<file path="config.mk">
export PLATFORM = sky130hd
export DESIGN_NAME = uart_tx_module
export DESIGN_NICKNAME = d
export VERILOG_FILES = /design/src/rtl/uart_pkg.sv /design/src/rtl/uart_bps_counter_module.sv /design/src/rtl/uart_tx_module.sv
export SDC_FILE = /design/constraint.sdc
export NUM_CORES = 1
export LEC_CHECK = 0
export CORE_MARGIN = 2
export CORE_UTILIZATION = 62
export CTS_BUF_LIST = sky130_fd_sc_hd__clkbuf_16
export DETAILED_ROUTE_END_ITERATION = 10
export DONT_BUFFER_PORTS = 1
export PLACE_DENSITY = 0.77
export SYNTH_ARGS = -nofsm -noshare
export SYNTH_HDL_FRONTEND = slang
export SYNTH_SLANG_ARGS = --single-unit
export TNS_END_PERCENT = 30
</file>
<file path="constraint.sdc">
create_clock -name CLK -period 2.52 [get_ports CLK]
set_input_delay 0.252 -clock CLK [delete_from_list [all_inputs] [get_ports CLK]]
set_output_delay 0.252 -clock CLK [all_outputs]
set_load 0.02 [all_outputs]
</file>
<file path="src/rtl/uart_pkg.sv">
// -----------------------------------------------------------------------------
// uart_pkg
// Shared definitions for the UART_INTERFACE TX and RX blocks:
//   - tx_state_e      : 3-bit transmit FSM state encoding (IDLE..STOP)
//   - DEF_CLK_FREQ    : default system clock frequency in Hz
//   - DEF_BAUD        : default line rate in bit/s
//   - DATA_BITS       : payload bits per frame
//   - STOP_BITS       : stop bits per frame
//   - calc_even_parity: even parity of one byte
// -----------------------------------------------------------------------------
package uart_pkg;

    typedef enum logic [2:0] {
        IDLE   = 3'd0,
        REQ    = 3'd1,
        LATCH  = 3'd2,
        START  = 3'd3,
        DATA   = 3'd4,
        PARITY = 3'd5,
        STOP   = 3'd6
    } tx_state_e;

    localparam int DEF_CLK_FREQ = 50_000_000;
    localparam int DEF_BAUD     = 9600;
    localparam int DATA_BITS    = 8;
    localparam int STOP_BITS    = 1;

    // Even parity: the parity bit makes the total count of ones even.
    function automatic logic calc_even_parity(input logic [7:0] data);
        return ^data;
    endfunction

endpackage

</file>
<file path="src/rtl/uart_bps_counter_module.sv">
// -----------------------------------------------------------------------------
// uart_bps_counter_module
// Baud-rate counter. Counts 0..BPS_CNT-1 while enabled and wraps; clear
// forces it back to 0. bit_tick pulses for one cycle when the count reaches
// the tick point: the last count of the bit (bit boundary) by default, or the
// middle of the bit when MID_TICK is set (used by the RX sampler).
//   CLK      in  system clock
//   RSTn     in  asynchronous active-low reset
//   cnt_en   in  count enable
//   cnt_clr  in  synchronous clear (wins over cnt_en)
//   bit_tick out single-cycle tick
// BPS_CNT must lie in 2..65535 so the count fits the 16-bit register.
// -----------------------------------------------------------------------------
module uart_bps_counter_module #(
    parameter int BPS_CNT  = 5208,
    parameter bit MID_TICK = 1'b0
) (
    input  logic CLK,
    input  logic RSTn,
    input  logic cnt_en,
    input  logic cnt_clr,
    output logic bit_tick
);

    localparam logic [15:0] LAST_CNT = 16'(BPS_CNT - 1);
    localparam logic [15:0] TICK_AT  = MID_TICK ? 16'((BPS_CNT / 2) - 1) : LAST_CNT;

    logic [15:0] cnt_r;

    // Baud count register: clear, wrap at LAST_CNT, or hold.
    always_ff @(posedge CLK or negedge RSTn) begin
        if (!RSTn) begin
            cnt_r <= 16'd0;
        end else if (cnt_clr) begin
            cnt_r <= 16'd0;
        end else if (cnt_en) begin
            if (cnt_r == LAST_CNT) begin
                cnt_r <= 16'd0;
            end else begin
                cnt_r <= cnt_r + 16'd1;
            end
        end else begin
            cnt_r <= cnt_r;
        end
    end

    assign bit_tick = cnt_en && (cnt_r == TICK_AT);

endmodule

</file>
<file path="src/rtl/uart_tx_module.sv">
// -----------------------------------------------------------------------------
// uart_tx_module
// UART transmit serializer. Pops one byte from a non-showahead TX FIFO with a
// single-cycle read request, latches it, and shifts it out LSB first as an
// 8N1 frame (8E1 when UART_TX_PARITY_EN is defined).
//   CLK             in  system clock
//   RSTn            in  asynchronous active-low reset
//   Empty_Sig       in  TX FIFO empty flag (only looked at in IDLE)
//   FIFO_Read_Data  in  TX FIFO q, valid the cycle after Read_Req_Sig
//   Read_Req_Sig    out FIFO read request, one pulse per byte
//   TX_Pin_Out      out serial line, idle high
//   Busy_Sig        out high from the read request until the stop bit ends
// Configuration macro: UART_TX_PARITY_EN adds an even parity bit.
// All outputs are registers loaded from the next-state decode, so each
// output already shows the value that belongs to the state being entered.
// -----------------------------------------------------------------------------
module uart_tx_module
    import uart_pkg::*;
#(
    parameter int CLK_FREQ = DEF_CLK_FREQ,
    parameter int BAUD     = DEF_BAUD
) (
    input  logic       CLK,
    input  logic       RSTn,
    input  logic       Empty_Sig,
    input  logic [7:0] FIFO_Read_Data,
    output logic       Read_Req_Sig,
    output logic       TX_Pin_Out,
    output logic       Busy_Sig
);

    localparam int         BPS_CNT  = CLK_FREQ / BAUD;
    localparam logic [2:0] LAST_BIT = 3'(DATA_BITS - 1);

    tx_state_e  state_r;
    tx_state_e  state_nxt_s;
    logic [2:0] bit_idx_r;
    logic [2:0] bit_idx_nxt_s;
    logic [7:0] shift_r;
    logic [7:0] shift_nxt_s;
    logic       tx_r;
    logic       tx_nxt_s;
    logic       req_r;
    logic       busy_r;
    logic       cnt_en_s;
    logic       bit_tick_s;

    // The baud counter runs only while a bit is on the line; it is held at 0
    // through LATCH so that START always begins with a fresh count.
    assign cnt_en_s = (state_r == START) || (state_r == DATA) ||
                      (state_r == PARITY) || (state_r == STOP);

    uart_bps_counter_module #(
        .BPS_CNT  (BPS_CNT),
        .MID_TICK (1'b0)
    ) u_bps (
        .CLK      (CLK),
        .RSTn     (RSTn),
        .cnt_en   (cnt_en_s),
        .cnt_clr  (!cnt_en_s),
        .bit_tick (bit_tick_s)
    );

`ifdef UART_TX_PARITY_EN
    logic parity_r;

    // Parity is taken from the byte as it is latched, not from live FIFO data.
    always_ff @(posedge CLK or negedge RSTn) begin
        if (!RSTn) begin
            parity_r <= 1'b0;
        end else if (state_r == LATCH) begin
            parity_r <= calc_even_parity(FIFO_Read_Data);
        end else begin
            parity_r <= parity_r;
        end
    end
`endif

    // Next-state, next shift contents and next line level.
    always_comb begin
        state_nxt_s   = state_r;
        bit_idx_nxt_s = bit_idx_r;
        shift_nxt_s   = shift_r;
        tx_nxt_s      = 1'b1;
        case (state_r)
            IDLE: begin
                if (!Empty_Sig) begin
                    state_nxt_s = REQ;
                end else begin
                    state_nxt_s = IDLE;
                end
            end
            REQ: begin
                state_nxt_s = LATCH;
            end
            LATCH: begin
                shift_nxt_s   = FIFO_Read_Data;
                bit_idx_nxt_s = 3'd0;
                state_nxt_s   = START;
                tx_nxt_s      = 1'b0;
            end
            START: begin
                if (bit_tick_s) begin
                    state_nxt_s = DATA;
                    tx_nxt_s    = shift_r[0];
                end else begin
                    tx_nxt_s    = 1'b0;
                end
            end
            DATA: begin
                if (!bit_tick_s) begin
                    tx_nxt_s = shift_r[0];
                end else if (bit_idx_r == LAST_BIT) begin
`ifdef UART_TX_PARITY_EN
                    state_nxt_s = PARITY;
                    tx_nxt_s    = parity_r;
`else
                    state_nxt_s = STOP;
                    tx_nxt_s    = 1'b1;
`endif
                end else begin
                    bit_idx_nxt_s = bit_idx_r + 3'd1;
                    shift_nxt_s   = {1'b0, shift_r[7:1]};
                    tx_nxt_s      = shift_r[1];
                end
            end
`ifdef UART_TX_PARITY_EN
            PARITY: begin
                if (bit_tick_s) begin
                    state_nxt_s = STOP;
                    tx_nxt_s    = 1'b1;
                end else begin
                    tx_nxt_s    = parity_r;
                end
            end
`endif
            STOP: begin
                if (bit_tick_s) begin
                    state_nxt_s = IDLE;
                end else begin
                    state_nxt_s = STOP;
                end
            end
            default: begin
                state_nxt_s = IDLE;
            end
        endcase
    end

    // State, datapath and output registers.
    always_ff @(posedge CLK or negedge RSTn) begin
        if (!RSTn) begin
            state_r   <= IDLE;
            bit_idx_r <= 3'd0;
            shift_r   <= 8'h00;
            tx_r      <= 1'b1;
            req_r     <= 1'b0;
            busy_r    <= 1'b0;
        end else begin
            state_r   <= state_nxt_s;
            bit_idx_r <= bit_idx_nxt_s;
            shift_r   <= shift_nxt_s;
            tx_r      <= tx_nxt_s;
            req_r     <= (state_nxt_s == REQ);
            busy_r    <= (state_nxt_s != IDLE);
        end
    end

    assign TX_Pin_Out   = tx_r;
    assign Read_Req_Sig = req_r;
    assign Busy_Sig     = busy_r;

endmodule
</file>
# Yosys cells after proc, flatten, opt, wreduce, memory -nomap -nowiden
# Index checks and enable logic that the tools add are counted.
[totals] romBits=0 elab_cells=46 ramBits=0 output_inout_bits=3 mem_count=0 register_bits=33 latchBits=0
[op_classes] n_mux=18 n_div=0 n_reduce_logical=8 n_bitwise=0 multipliers=0 n_addsub=2 shifts=0 eq_ne=11 magnitude_cmp=0
[op_table] cell="16-bit two-way mux" count=2
[op_table] cell="3-bit two-way mux" count=6
[op_table] cell="3-bit one-hot mux with 6 select lines" count=1
[op_table] cell="16-bit by 1-bit adder with 16-bit output, second input constant" count=1
[op_table] cell="16-bit by 13-bit == test with 1-bit output, second input constant" count=1
[op_table] cell="8-bit two-way mux" count=2
[op_table] cell="8-bit one-hot mux with 2 select lines" count=1
[op_table] cell="3-bit == test, second input constant" count=4
[op_table] cell="3-bit by 1-bit == test with 1-bit output, second input constant" count=2
[op_table] cell="3-bit by 2-bit == test with 1-bit output, second input constant" count=2
[op_table] cell="3-bit one-hot mux with 2 select lines" count=1
[op_table] cell="1-bit two-way mux" count=4
[op_table] cell="2-bit inequality test, second input constant" count=2
[op_table] cell="3-bit by 1-bit adder with 3-bit output, second input constant" count=1
[op_table] cell="3-bit zero test" count=1
[op_table] cell="1-bit logical OR" count=3
[op_table] cell="1-bit one-hot mux with 3 select lines" count=1
[op_table] cell="3-bit AND reduction" count=1
[op_table] cell="3-bit nonzero test" count=1
[op_table] cell="2-bit nonzero test" count=1
[op_table] cell="1-bit logical AND" count=1

# Longest topological paths before layout
[logic_depth] depth_word=8 mapped_depth=7 depth_no_buf=5

# Cells and area by module
# A second synthesis with hierarchy kept.
[hier_totals] cells_unflattened=169 hier_area_um2=1909.3
[modules_own_cells] mod="uart_bps_counter_module" area_per_inst_um2=993.5 instances=1 cells_each=96
[modules_own_cells] mod="uart_tx_module" area_per_inst_um2=915.9 instances=1 cells_each=73

# Worst setup path after synthesis
# No wires, ideal clock.
[synth_path] kind="reg-to-reg" startpoint="reg u_bps.cnt_r[9]" endpoint="reg u_bps.cnt_r[10]" setup_slack_ns=0.338 stages_incl_launch_ff=7 setup_ns=0.121 synth_period_minus_slack_ns=2.182 arrival_time_ns=2.060 n_path_buf=2 path_cell_list="dfrtp_1 -> or4b_1 -> or4_1 -> buf_2 -> o21ai_2 -> buf_2 -> nor2_1"
[synth_via] elab_chain_len=3
[synth_lines] element="start, declared" line_no="uart_bps_counter_module.sv:28" source="logic [15:0] cnt_r;"
[synth_lines] element="start signal, assigned" line_no="uart_bps_counter_module.sv:40" source="cnt_r <= cnt_r + 16'd1;"
[synth_lines] element="start signal, assigned" line_no="uart_bps_counter_module.sv:43" source="cnt_r <= cnt_r;"
[synth_lines] element="16-bit by 1-bit adder with 16-bit output / 16-bit by 13-bit == test with 1-bit output (equally long branches)" line_no="uart_bps_counter_module.sv:40, uart_bps_counter_module.sv:37"
[synth_lines] element="16-bit two-way mux *" line_no="uart_bps_counter_module.sv:37" source="if (cnt_r == LAST_CNT) begin"
[synth_lines] element="16-bit two-way mux *" line_no="uart_bps_counter_module.sv:34" source="end else if (cnt_clr) begin"
# Mark *: on every way between the ends. The rest lies on a longest branch, timed or not.
# A chain may end at the register's enable or synchronous reset.

# Worst setup path after layout
[layout_path] startpoint="reg u_bps.cnt_r[9]" endpoint="reg shift_r[4]"
[layout_via] elab_chain_len=4
[layout_lines] element="16-bit by 13-bit == test with 1-bit output" line_no="uart_bps_counter_module.sv:47" source="assign bit_tick = cnt_en && (cnt_r == TICK_AT);"
[layout_lines] element="1-bit logical AND" line_no="uart_bps_counter_module.sv:47"
[layout_lines] element="2-bit inequality test (no line)"
[layout_lines] element="3-bit AND reduction (no line)"
[layout_lines] element="end signal, assigned" line_no="uart_tx_module.sv:162" source="shift_r <= shift_nxt_s;"
[layout_lines] element="end, declared" line_no="uart_tx_module.sv:39" source="logic [7:0] shift_r;"
# No other way between the ends.

==> out/qor.csv <==
stage;metric;value;unit
finish;fillers;201;
logic_synthesis;synth top area cells;dfrtp_1, nor2_1, xnor2_1;
drt;Top Layer Used;met4;
cts;CTS Sinks;33;
logic_synthesis;Yosys reg bits;33;
finish;Layout area overhead;12.5;%
logic_synthesis;Post-Synth XOR/XNOR Area;0.0661;
global_route;initial antenna violation count;0;
logic_synthesis;largest family of logic cells by synthesized area;simple AND/OR/NAND/NOR gates;
logic_synthesis;Post-Synth Adder-Cell Area;0.0218;
floorplan;core footprint;2690;sq um
sta;hold_ws;0.0492;ns
logic_synthesis;Syn Inst Count;179;
setup_path;Worst setup SP type;flop;
sta;TNS Setup;0;ns
drt;Final ANT Viol Nets;0;
logic_synthesis;largest area contributor in the netlist;dfrtp_1;
logic_synthesis;Mapped Avg Cell Area;9.62;sq um
drt;DRC;0;
power;leakage;0.808;nW
sta;fmax;428;MHz
logic_synthesis;Yosys warning count;0;
sta;final setup vio count;0;
logic_synthesis;Synth top area share;0.465;
global_route;number of global-route vias before repair;1321;
cts;CTS buffer count;5;
sta;clk_skew;0.00204;ns
logic_synthesis;ys flop type;dfrtp_1;
finish;Register Area;827;sq um
finish;n_diodes;0;
floorplan;Initial Utilization;0.641;
drt;met2 WL;1.61;mm
finish;nets@finish;200;
drt;drt wl/cell;14.9;microns
cts;Worst-path clk slew;0.05;ns
drt;vias;1301;
floorplan;num rows;19;
drt;DR iter-0 viols;72;
placed_design;I/O Buffers;0;
drt;post-DR vias/cell;5.97;
global_route;global route total overflow;0;
logic_synthesis;EDFF count, synth;0;
drt;met1 wire length;1.46;mm
logic_synthesis;count of cell types in the netlist;41;
drt;DR WL met3;133;microns
cts;CTS HTree Levels;2;
placed_design;DP HPWL;2.24;mm
logic_synthesis;Post-Syn Area;1720;sq um
floorplan;Top-Level Pins;14;
sta;Hold Vio Cnt, Final;0;
logic_synthesis;Synth Area in Compound Gates;0.110;
global_route;first-pass GRT wire length;5.91;mm
cts;CTS max path bufs;2;
sta;RSZ-0062 raised after global routing;false;
sta;Final min period;2.33;ns
sta;Tcrit/Tclk final;0.927;
logic_synthesis;syn_nets;193;
logic_synthesis;mux cell area share after synthesis;0.0240;
cts;CTS Hold Buffers Added;2;
floorplan;DIE AREA;3210;sq um
sta;max_slew headroom;0.693;
setup_path;Crit Path Max Fanout;10;
cts;clk root buf;clkbuf_16;
finish;share of layout cells above drive strength 1;0.139;
run;max capacitance violation total;0;
power;power per cell area;753;nW/um^2
cts;CTS tree;yes;
setup_path;critical path capture point type;flop;
floorplan;die width;56.7;microns
logic_synthesis;commonest cells in the netlist;dfrtp_1, nor2_1, nor4_1;
setup_path;Worst Setup Path Type;reg -> reg;
floorplan;Die Y;56.7;microns
status;status;finished, final reports clean;
drt;drt first pass iters;4;
logic_synthesis;register area share after synthesis;0.480;
logic_synthesis;ys async rst share;1.00;
global_route;largest net degree at the start of global routing;34;
logic_synthesis;simple-gate share of the synthesized area;0.255;
placed_design;routability-driven placement congestion ratio;0.768;
power;VDD IR max;0.685;mV
cts;post-CTS sizing;0;
drt;Post-Route WL;3.24;mm
worst_hold_path;Min-Delay Path Class;in -> reg;
sta;Slew Viols, Final;0;
cts;Post-CTS Setup Repair Bufs;0;
finish;Multi-input gate area;821;sq um
cts;clk_lat worst skew;0.27;ns
global_route;Overall Global Routing Usage;0.239;
sta;measured slew at the worst slew-check pin;0.459;ns
setup_path;CP required;2.70;ns
setup_path;CP arrival;2.52;ns
-- cell type report --
cell class / count / area share
Multi-Input combinational cell: 129 / 0.424
Timing Repair Buffer: 9 / 0.0426
Clock buffer: 5 / 0.0646
Clock inverter: 3 / 0.00646
Sequential cell: 33 / 0.427
Tap cell: 31 / 0.0200
Inverter: 8 / 0.0155
-- layout by cell type (no fill, tap or decap), drive strengths merged, types with 4 or more instances in the layout --
master and n:
dfrtp 32, nor2 32, nor4 14, xnor2 12, nand2 11, inv 8
buf 8, a211oi 7, nand3 6, clkbuf 5, o21ai 4
-- critical path, cell delays in order (launching register included) --
cell and delay [ns]:
dfrtp_1 0.40, or4b_1 0.55, or4_1 0.51, or3_1 0.39
buf_4 0.21, a211oi_2 0.19
-- stage by stage --
step	setup slack, ns	area, sq um	cells	power (mW)	utilization
3_3_place_gp	0.260	1770	208	0.877	0.659
6_report	0.185	1940	218	1.46	0.721
4_1_cts	0.167	1940	218	1.47	0.721
2_1_floorplan	0.338	1720	179	0.843	-
5_1_grt	0.0508	1940	218	1.54	0.721
3_5_place_dp	0.191	1770	208	0.892	0.659
-- per-layer routing --
metal | track usage | up-vias
met4 | 0.109 | 0
li1 | - | 649
met2 | 0.377 | 27
met1 | 0.317 | 620
met3 | 0.0461 | 5
met5 | 0 | -
-- logic make-up after synthesis --
group                      after synthesis
AOI/OAI and AO/OA                       22
xor gates and xnor gates                13
adders and majority gates                3
buffers and inverters                   17
DFF                                     33
muxes                                    4
and+or+nand+nor                         87
-- sequential cells by signal, summed over array words and instances, names as in the netlist --
name          flops
u_bps.cnt_r      16
shift_r           8
bit_idx_r         3
state_r           3
Busy_Sig          1
Read_Req_Sig      1
TX_Pin_Out        1
-- worst paths after layout --
check                                          from                        to  slack [ns]  depth (start not counted)
min in group asynchronous                      RSTn      state_r[1]$_DFF_PN0_        0.43                          2
max                        u_bps.cnt_r[9]$_DFF_PN0_    shift_r[4]$_DFFE_PN0P_        0.19                          5
min reg2reg                bit_idx_r[0]$_DFFE_PN0P_  bit_idx_r[0]$_DFFE_PN0P_        0.49                          1
max in group asynchronous                      RSTn      TX_Pin_Out$_DFF_PN1_        1.86                          2
max reg2reg                u_bps.cnt_r[9]$_DFF_PN0_    shift_r[4]$_DFFE_PN0P_        0.19                          5
min                                       Empty_Sig    Read_Req_Sig$_DFF_PN0_        0.05                          1
-- report_power, final --
part	total [mW]	leakage, nW	switching [mW]	internal, mW
logic	0.216	0.334	0.115	0.102
clock network	0.558	0.0687	0.202	0.356
registers	0.684	0.406	0.0768	0.607
Power figures use the tool's default switching activity.
